===== src/rtl/multicast_controller.sv =====
// Per-PE multicast controller: filters tagged bus words by a programmable ID (or the
// all-ones broadcast tag), buffers matches in a small FIFO and strobes them into one PE load port.
module multicast_controller #(
    parameter int BITWIDTH        = 16,
    parameter int ID_WIDTH        = 5,
    parameter int FIFO_ADDR_WIDTH = 2,
    parameter int FIFO_DEPTH      = 2**FIFO_ADDR_WIDTH,
    parameter int COUNT_WIDTH     = 8
) (
    input  logic                       clk,
    input  logic                       rstb,
    input  logic                       config_enable,
    input  logic [ID_WIDTH-1:0]        config_id,
    input  logic                       bus_valid,
    input  logic [ID_WIDTH-1:0]        bus_tag,
    input  logic signed [BITWIDTH-1:0] bus_data,
    output logic                       bus_ready,
    input  logic                       pe_ready,
    output logic                       pe_enable,
    output logic signed [BITWIDTH-1:0] pe_data,
    output logic [COUNT_WIDTH-1:0]     delivered_count
);

    typedef enum logic {
        UNCONFIGURED,
        RUN
    } state_t;

    localparam logic [FIFO_ADDR_WIDTH:0] FULL_LEVEL = (FIFO_ADDR_WIDTH+1)'(FIFO_DEPTH);

    state_t                       state;
    state_t                       state_next;
    logic [ID_WIDTH-1:0]          my_id;
    logic [FIFO_ADDR_WIDTH-1:0]   rd_ptr;
    logic [FIFO_ADDR_WIDTH-1:0]   wr_ptr;
    logic [FIFO_ADDR_WIDTH:0]     occupancy;
    logic signed [BITWIDTH-1:0]   mem [FIFO_DEPTH];

    logic configured;
    logic fifo_full;
    logic fifo_empty;
    logic tag_match;
    logic push;
    logic pop;

    assign configured = (state == RUN);
    assign fifo_full  = (occupancy == FULL_LEVEL);
    assign fifo_empty = (occupancy == '0);
    assign tag_match  = (bus_tag == my_id) || (&bus_tag);
    assign bus_ready  = configured && !fifo_full;

    // Configuration wins over both sides of the FIFO in the same cycle.
    assign push = bus_valid && bus_ready && tag_match && !config_enable;
    assign pop  = !fifo_empty && pe_ready && !config_enable;

    // NOTE: sequential state uses <= so every register samples pre-edge values.
    always_ff @(posedge clk or negedge rstb) begin
        if (!rstb) begin
            state <= UNCONFIGURED;
        end else begin
            state <= state_next;
        end
    end

    // NOTE: default assigned first so no path leaves state_next unassigned (no latch).
    always_comb begin
        state_next = state;
        case (state)
            UNCONFIGURED: if (config_enable) state_next = RUN;
            RUN:          state_next = RUN;
            default:      state_next = UNCONFIGURED;
        endcase
    end

    always_ff @(posedge clk or negedge rstb) begin
        if (!rstb) begin
            my_id <= '0;
        end else if (config_enable) begin
            my_id <= config_id;
        end
    end

    always_ff @(posedge clk or negedge rstb) begin
        if (!rstb) begin
            rd_ptr    <= '0;
            wr_ptr    <= '0;
            occupancy <= '0;
        end else if (config_enable) begin
            rd_ptr    <= '0;
            wr_ptr    <= '0;
            occupancy <= '0;
        end else begin
            if (push) wr_ptr <= wr_ptr + 1'b1;
            if (pop)  rd_ptr <= rd_ptr + 1'b1;
            case ({push, pop})
                2'b10:   occupancy <= occupancy + 1'b1;
                2'b01:   occupancy <= occupancy - 1'b1;
                default: occupancy <= occupancy;
            endcase
        end
    end

    // NOTE: storage is not reset; pointer/occupancy reset alone makes stale entries unreachable.
    always_ff @(posedge clk) begin
        if (push) begin
            mem[wr_ptr] <= bus_data;
        end
    end

    always_ff @(posedge clk or negedge rstb) begin
        if (!rstb) begin
            pe_enable       <= 1'b0;
            pe_data         <= '0;
            delivered_count <= '0;
        end else if (config_enable) begin
            pe_enable       <= 1'b0;
            delivered_count <= '0;
        end else if (pop) begin
            pe_enable       <= 1'b1;
            pe_data         <= mem[rd_ptr];
            delivered_count <= delivered_count + 1'b1;
        end else begin
            pe_enable       <= 1'b0;
        end
    end

endmodule


===== config.mk =====
export PLATFORM = sky130hd
export DESIGN_NAME = multicast_controller
export DESIGN_NICKNAME = d
export VERILOG_FILES = /design/src/rtl/multicast_controller.sv
export SDC_FILE = /design/constraint.sdc
export NUM_CORES = 1
export LEC_CHECK = 0
export CAP_MARGIN = 20
export CORE_ASPECT_RATIO = 0.5
export CORE_MARGIN = 2
export CORE_UTILIZATION = 55
export CTS_BUF_LIST = sky130_fd_sc_hd__clkbuf_4
export DETAILED_ROUTE_END_ITERATION = 8
export PLACE_DENSITY = 0.8
export SYNTH_ARGS = -nofsm -noshare
export SYNTH_HDL_FRONTEND = slang
export SYNTH_SLANG_ARGS = --single-unit

===== constraint.sdc =====
create_clock -name clk -period 3.2 [get_ports clk]
set_input_delay 0.32 -clock clk [delete_from_list [all_inputs] [get_ports clk]]
set_output_delay 0.32 -clock clk [all_outputs]
set_load 0.02 [all_outputs]

After elaboration in Yosys (flattened, before gate mapping)
Memories as Yosys holds them, arrays and structs flattened. A register that Yosys moved wholly into a read port is not among the register bits.
Cells that the tools add are included.
{"block": "word_totals", "ff_bits": 22, "ram_bits": 64, "output_inout_bits": 26, "word_cells": 50, "n_memories": 1}
{"name": "mem", "words": 4, "word_bits": 16, "read_ports": 1, "rd_ports_with_merged_regs": 1, "wr": 1, "line": "37", "rtl": "logic signed [BITWIDTH-1:0] mem [FIFO_DEPTH];"}
{"block": "op_classes", "addsub": 5, "eq_ne": 4, "n_mux": 14, "n_bitwise": 2, "reduce_logical": 17}
{"op": "8-bit two-way mux", "count": 2}
{"op": "8-bit by 1-bit adder with 8-bit output, second input constant", "count": 1}
{"op": "2-bit two-way mux", "count": 4}
{"op": "1-bit logical AND", "count": 6}
{"op": "3-bit one-hot mux with 2 select lines", "count": 1}
{"op": "5-bit == test", "count": 1}
{"op": "1-bit two-way mux", "count": 5}
{"op": "5-bit AND reduction", "count": 1}
{"op": "2-bit by 1-bit adder with 2-bit output, second input constant", "count": 2}
{"op": "1-bit logical NOT", "count": 4}
{"op": "2-bit nonzero test", "count": 2}
{"op": "3-bit by 1-bit adder with 3-bit output, second input constant", "count": 1}
{"op": "3-bit == test, second input constant", "count": 1}
{"op": "3-bit logical NOT", "count": 1}
{"op": "3-bit two-way mux", "count": 1}
{"op": "3-bit nonzero test", "count": 1}
{"op": "3-bit by 1-bit subtractor with 3-bit output, second input constant", "count": 1}
{"op": "2-bit by 1-bit == test with 1-bit output, second input constant", "count": 1}
{"op": "2-bit == test, second input constant", "count": 1}
{"op": "1-bit inverter", "count": 2}
{"op": "1-bit one-hot mux with 2 select lines", "count": 1}
{"op": "2-bit AND reduction", "count": 1}
{"op": "1-bit logical OR", "count": 1}

Depth between registers and ports, before layout
{"block": "depth", "ltp_word": 9, "ltp_mapped": 10}

Least setup slack after synthesis
No wires, ideal clock.
{"block": "synth_path", "path_kind": "reg2reg", "start": "reg occupancy[1]", "end": "reg occupancy[2]", "arrival_ns": 2.192, "required_time_ns": 3.129, "path_slack_ns": 0.937, "stages_incl_launch_ff": 10, "cell_sequence": "dfrtp_1 o31ai_2 nor2_2 buf_2 and2_1 fa_1 nor2_1 nand2_1 a21o_1 nand4_1"}
{"block": "synth_via", "elab_chain_len": 9}
{"element": "start, declared", "line": "36", "rtl": "logic [FIFO_ADDR_WIDTH:0] occupancy;"}
{"element": "start signal, assigned", "line": "96", "rtl": "2'b10: occupancy <= occupancy + 1'b1;"}
{"element": "start signal, assigned", "line": "97", "rtl": "2'b01: occupancy <= occupancy - 1'b1;"}
{"element": "start signal, assigned", "line": "98", "rtl": "default: occupancy <= occupancy;"}
{"element": "3-bit == test", "line": "47", "rtl": "assign fifo_full = (occupancy == FULL_LEVEL);"}
{"element": "1-bit logical NOT", "line": "50", "rtl": "assign bus_ready = configured && !fifo_full;"}
{"element": "1-bit logical AND", "line": "50"}
{"element": "1-bit logical AND (3 in series)", "line": "53", "rtl": "assign push = bus_valid && bus_ready && tag_match && !config_enable;"}
{"element": "2-bit by 1-bit == test with 1-bit output / 2-bit == test (equally long branches)", "line": "95", "rtl": "case ({push, pop})"}
{"element": "3-bit one-hot mux with 2 select lines", "line": "95"}
{"element": "3-bit two-way mux", "line": "88", "rtl": "end else if (config_enable) begin"}
Several ways; a longest one is shown, not always the timed one.
A chain may end at the register's enable or synchronous reset.

Final worst setup path
{"block": "layout_path", "start": "reg occupancy[2]", "end": "reg occupancy[2]"}
The elaborated chain is that of the path after synthesis.

==> impl_results.rst <==
.. list-table::
   :header-rows: 1

   * - Metric
     - Value
   * - Status
     - finished, final reports clean
   * - Max Fclk
     - between 0.3 and 0.4 GHz
   * - Antenna viol nets, final
     - 0
   * - Vias post-DR
     - 2170
   * - Worst min-delay path class
     - in -> reg
   * - Vias per cell
     - ~5.4
   * - Worst Hold Depth
     - 2
   * - Hpwl dp
     - 4610 µm
   * - Filler Cells Inserted
     - 519
   * - Number of hold violations in the final report
     - 0
   * - Synthesized area divided by synthesized cell count
     - ~17 µm²
   * - Fraction of post-synthesis cell area in the top cell type by area
     - a little under half
   * - Most common cell in the netlist
     - sky130_fd_sc_hd__edfxtp_1
   * - Endpoint of the lowest-slack register-to-register path
     - occupancy[2]
   * - Share of the core filled with cells
     - between 60% and 70%
   * - Initial antenna violation count
     - 0
   * - Pin slew with the least headroom to its limit
     - ~0.92 ns
   * - Wire length of the first global-routing pass
     - 11600 µm
   * - Maximum buffer depth of the clock tree
     - 2
   * - Worst IR drop on VDD
     - around 0.00034 V
   * - Worst-Skew Late Latency
     - about 0.46 ns
   * - CP Capture Type
     - register
   * - Number of warnings reported in the yosys synthesis log
     - 0
   * - Die X-Extent
     - 126 µm
   * - Nets
     - between 300 and 400
   * - Delay of the slowest cell on the worst path
     - about 0.52 ns
   * - Area growth from synthesis to final layout
     - 19.7%
   * - Finished Layout Cells
     - about 400
   * - Number of pins with negative max-slew slack in the final report
     - 0
   * - Synthesized-area fraction occupied by ao, oa, aoi and oai cells
     - 1.55%
   * - Worst-path maximum fanout
     - 11
   * - Average wire length per cell after detail routing
     - roughly 18 µm
   * - Total of hold buffers inserted after clock tree synthesis
     - 1
   * - Final Skew
     - 0.0132 ns
   * - Hold slack
     - approximately 0.46 ns
   * - Post-synth cell types
     - 40
   * - Worst setup slack for register-to-register paths
     - ~0.67 ns
   * - Data required time of the worst path
     - about 3.6 ns
   * - Setup repair after global routing missed its margin
     - no
   * - Synthesized area
     - 4110 µm²
   * - Nature of the critical path startpoint
     - register
   * - Placement row count
     - 22
   * - Clock Tree Root
     - sky130_fd_sc_hd__clkbuf_4
   * - CP top delay family
     - simple AND/OR/NAND/NOR gates
   * - Simple logic cell fraction of the synthesized area
     - 6.36%
   * - Prevailing post-synth register cell
     - sky130_fd_sc_hd__edfxtp_1
   * - Pwr per Cell Area
     - 641 nW/µm²
   * - Async set-or-reset flop fraction in the synthesized netlist
     - between 30% and 40%
   * - Setup bufs post-CTS
     - 0
   * - List of cells traversed by the critical path
     - nor3b_2 > nor4_1 > a22oi_2 > and2_1 > fa_1 > nand2_1 > or4_1 > nand4_1
   * - Number of DRC markers in iteration 0
     - between 100 and 150
   * - Number of port buffers
     - 56
   * - DRC
     - 0
   * - Portion of the clock cycle consumed by the worst path in the final layout
     - 79.0%
   * - Number of maximum-capacitance violations
     - 0
   * - Hold path endpoint
     - my_id[1]
   * - Shortest clock period the worst path allows after layout
     - between 2 and 3 ns
   * - Global Route Usage Sum
     - between 10% and 20%
   * - Share of cell area taken by muxes after synthesis
     - between 15 and 20%
   * - Number of CTS-inserted buffers
     - 9
   * - Initial standard-cell utilization of the core
     - about 56%
   * - Leading cell types by total area after synthesis
     - sky130_fd_sc_hd__edfxtp_1 (47%), sky130_fd_sc_hd__dfrtp_1 (23%), sky130_fd_sc_hd__mux4_2 (8.8%)
   * - CTS H-tree depth
     - 3
   * - Worst slack, placed
     - approximately 0.52 ns
   * - Floorplan die area
     - 8220 µm²
   * - Clock Sink Count
     - a little over 100
   * - Slowest library cell on the worst path
     - sky130_fd_sc_hd__a22oi_2
   * - Critical path class
     - reg -> reg
   * - Arrival time of the worst setup path
     - between 2 and 3 ns
   * - Synth cell count leaders
     - sky130_fd_sc_hd__edfxtp_1 (64), sky130_fd_sc_hd__dfrtp_1 (38), sky130_fd_sc_hd__nor2_1 (17)
   * - Number of global-route vias before repair
     - 2357
   * - Setup violation total in the final timing report
     - 0
   * - TritonCTS clock tree
     - yes
   * - Synth Area in Adders
     - about 2%
   * - Placed instance count
     - ~380
   * - CTS clock-pin slew for the worst setup and hold paths
     - between 0.1 and 0.15 ns
   * - Post-Synth XOR/XNOR Area
     - approximately 3.6%
   * - Launch instance of the worst register-to-register path
     - occupancy[2]
   * - Total negative slack for setup checks
     - 0 ns
   * - Worst slew margin relative to its limit
     - between 30% and 40%
   * - Vert. Die Dim
     - 65.1 µm
   * - Total global routing overflow
     - 0
   * - Path depth of the worst reg2reg path
     - 8
   * - Least setup slack across all paths after layout
     - roughly 0.67 ns
   * - Gpl congestion
     - 0.789
   * - Instance count of the mapped netlist
     - roughly 240
   * - First-pass detailed-route iteration total
     - 4
   * - Startpoint of the worst hold path
     - config_id[1]
   * - Dominant combinational cell family by area after synthesis
     - multiplexers
   * - Area inside the core boundary
     - roughly 7300 µm²
   * - Number of diodes
     - 0
   * - Post-Syn Nets
     - approximately 270
   * - Number of placed I/O pins
     - between 50 and 60
   * - Sequential element share of the synthesized area
     - approximately 70%
   * - Total buffers and inverters traversed by the critical path
     - 0
   * - Fraction of final layout cells with drive strength greater than 1
     - approximately 19%
   * - Total detailed-routing wirelength
     - about 7000 µm
   * - Leakage dissipation
     - 1.78 nW
   * - Count of flip-flops with a built-in enable after synthesis
     - 64
   * - Synthesized flop and latch total
     - just over 100
   * - Resized Gates After CTS
     - 0
   * - Largest net degree at the start of global routing
     - 39
   * - Post-synthesis cell type with the largest combined area
     - sky130_fd_sc_hd__edfxtp_1
per-stage QoR:
stage / instance area, µm² / total power, mW
3_5_place_dp: 4790 / 2.60
4_1_cts: 4920 / 3.19
2_1_floorplan: 4110 / 2.22
6_report: 4920 / 3.15
5_1_grt: 4920 / 3.31
3_3_place_gp: 4790 / 2.57
per-layer routing:
metal	vias up	global-route usage (%)	part of all wire, %
met5	-	0	0
met4	0	6.46	1.4
met3	10	6.92	5.5
met2	54	32.5	49
met1	1098	24.1	44
li1	1008	-	-
registers in the layout, indices dropped and copies added, names as in the netlist:
register and flops:
delivered_count 8, rd_ptr 2, configured 1, occupancy 3, wr_ptr 2, pe_enable 1
pe_data 16, my_id 5, mem 64
how the worst max path moves through the flow:
stage                              end  slack [ns]  cells after the start         start
after floorplan           occupancy[2]        0.94                      9  occupancy[1]
after global placement    occupancy[2]        0.69                      9    bus_tag[0]
after detailed placement  occupancy[2]        0.52                      9    bus_tag[1]
after CTS                 occupancy[2]        0.69                      8  occupancy[2]
after global routing      occupancy[2]        0.47                      8  occupancy[2]
final                     occupancy[2]        0.67                      8  occupancy[2]
worst reg2reg max path, stage by stage, from the launching register on:
cell,delay (ns)
sky130_fd_sc_hd__dfrtp_1,0.50
sky130_fd_sc_hd__nor3b_2,0.30
sky130_fd_sc_hd__nor4_1,0.12
sky130_fd_sc_hd__a22oi_2,0.52
sky130_fd_sc_hd__and2_1,0.24
sky130_fd_sc_hd__fa_1,0.24
sky130_fd_sc_hd__nand2_1,0.06
sky130_fd_sc_hd__or4_1,0.40
sky130_fd_sc_hd__nand4_1,0.11
cell families after synthesis:
| group | Yosys count |
|---|---|
| mux | 39 |
| compound gates | 7 |
| xor+xnor | 16 |
| fa+ha+maj | 6 |
| flops | 102 |
| simple gates | 52 |
| buf+inv | 13 |
final cells by class:
class                      instances  area (µm²)  area share, %
sequential                       102        2870           58.4
multi-input combinational        120        1180           23.9
timing repair buffer              64         618           12.6
tap                               96         120           2.44
clock buffer                      11        82.6           1.68
clock inverter                     5        37.5          0.763
inverter                           3        11.3          0.229
power by group:
group / switching, mW / total, mW / internal [mW]
clock: 0.414 / 0.593 / 0.179
combinational: 0.419 / 0.919 / 0.499
sequential: 0.104 / 1.64 / 1.54
cells in the final DEF (no fill, tap or decap), types with 2 or more instances in the layout:
| master | netlist | layout |
|---|---|---|
| sky130_fd_sc_hd__nor2b_1 | 2 | 2 |
| sky130_fd_sc_hd__clkdlybuf4s50_1 | 0 | 55 |
| sky130_fd_sc_hd__ha_1 | 5 | 5 |
| sky130_fd_sc_hd__mux2_2 | 13 | 13 |
| sky130_fd_sc_hd__clkinv_4 | 0 | 3 |
| sky130_fd_sc_hd__edfxtp_1 | 64 | 64 |
| sky130_fd_sc_hd__dfrtp_1 | 38 | 38 |
| sky130_fd_sc_hd__xnor2_1 | 4 | 4 |
| sky130_fd_sc_hd__xor2_1 | 11 | 11 |
| sky130_fd_sc_hd__mux2_1 | 8 | 8 |
| sky130_fd_sc_hd__nor3_1 | 2 | 2 |
| sky130_fd_sc_hd__buf_4 | 0 | 7 |
| sky130_fd_sc_hd__inv_1 | 3 | 3 |
| sky130_fd_sc_hd__clkbuf_4 | 0 | 11 |
| sky130_fd_sc_hd__nand4_1 | 3 | 3 |
| sky130_fd_sc_hd__and2_1 | 5 | 5 |
| sky130_fd_sc_hd__nand3_1 | 5 | 5 |
| sky130_fd_sc_hd__mux4_2 | 16 | 16 |
| sky130_fd_sc_hd__nor2_1 | 17 | 17 |
| sky130_fd_sc_hd__nand2_1 | 9 | 9 |
(Power assumes the default switching activity.)
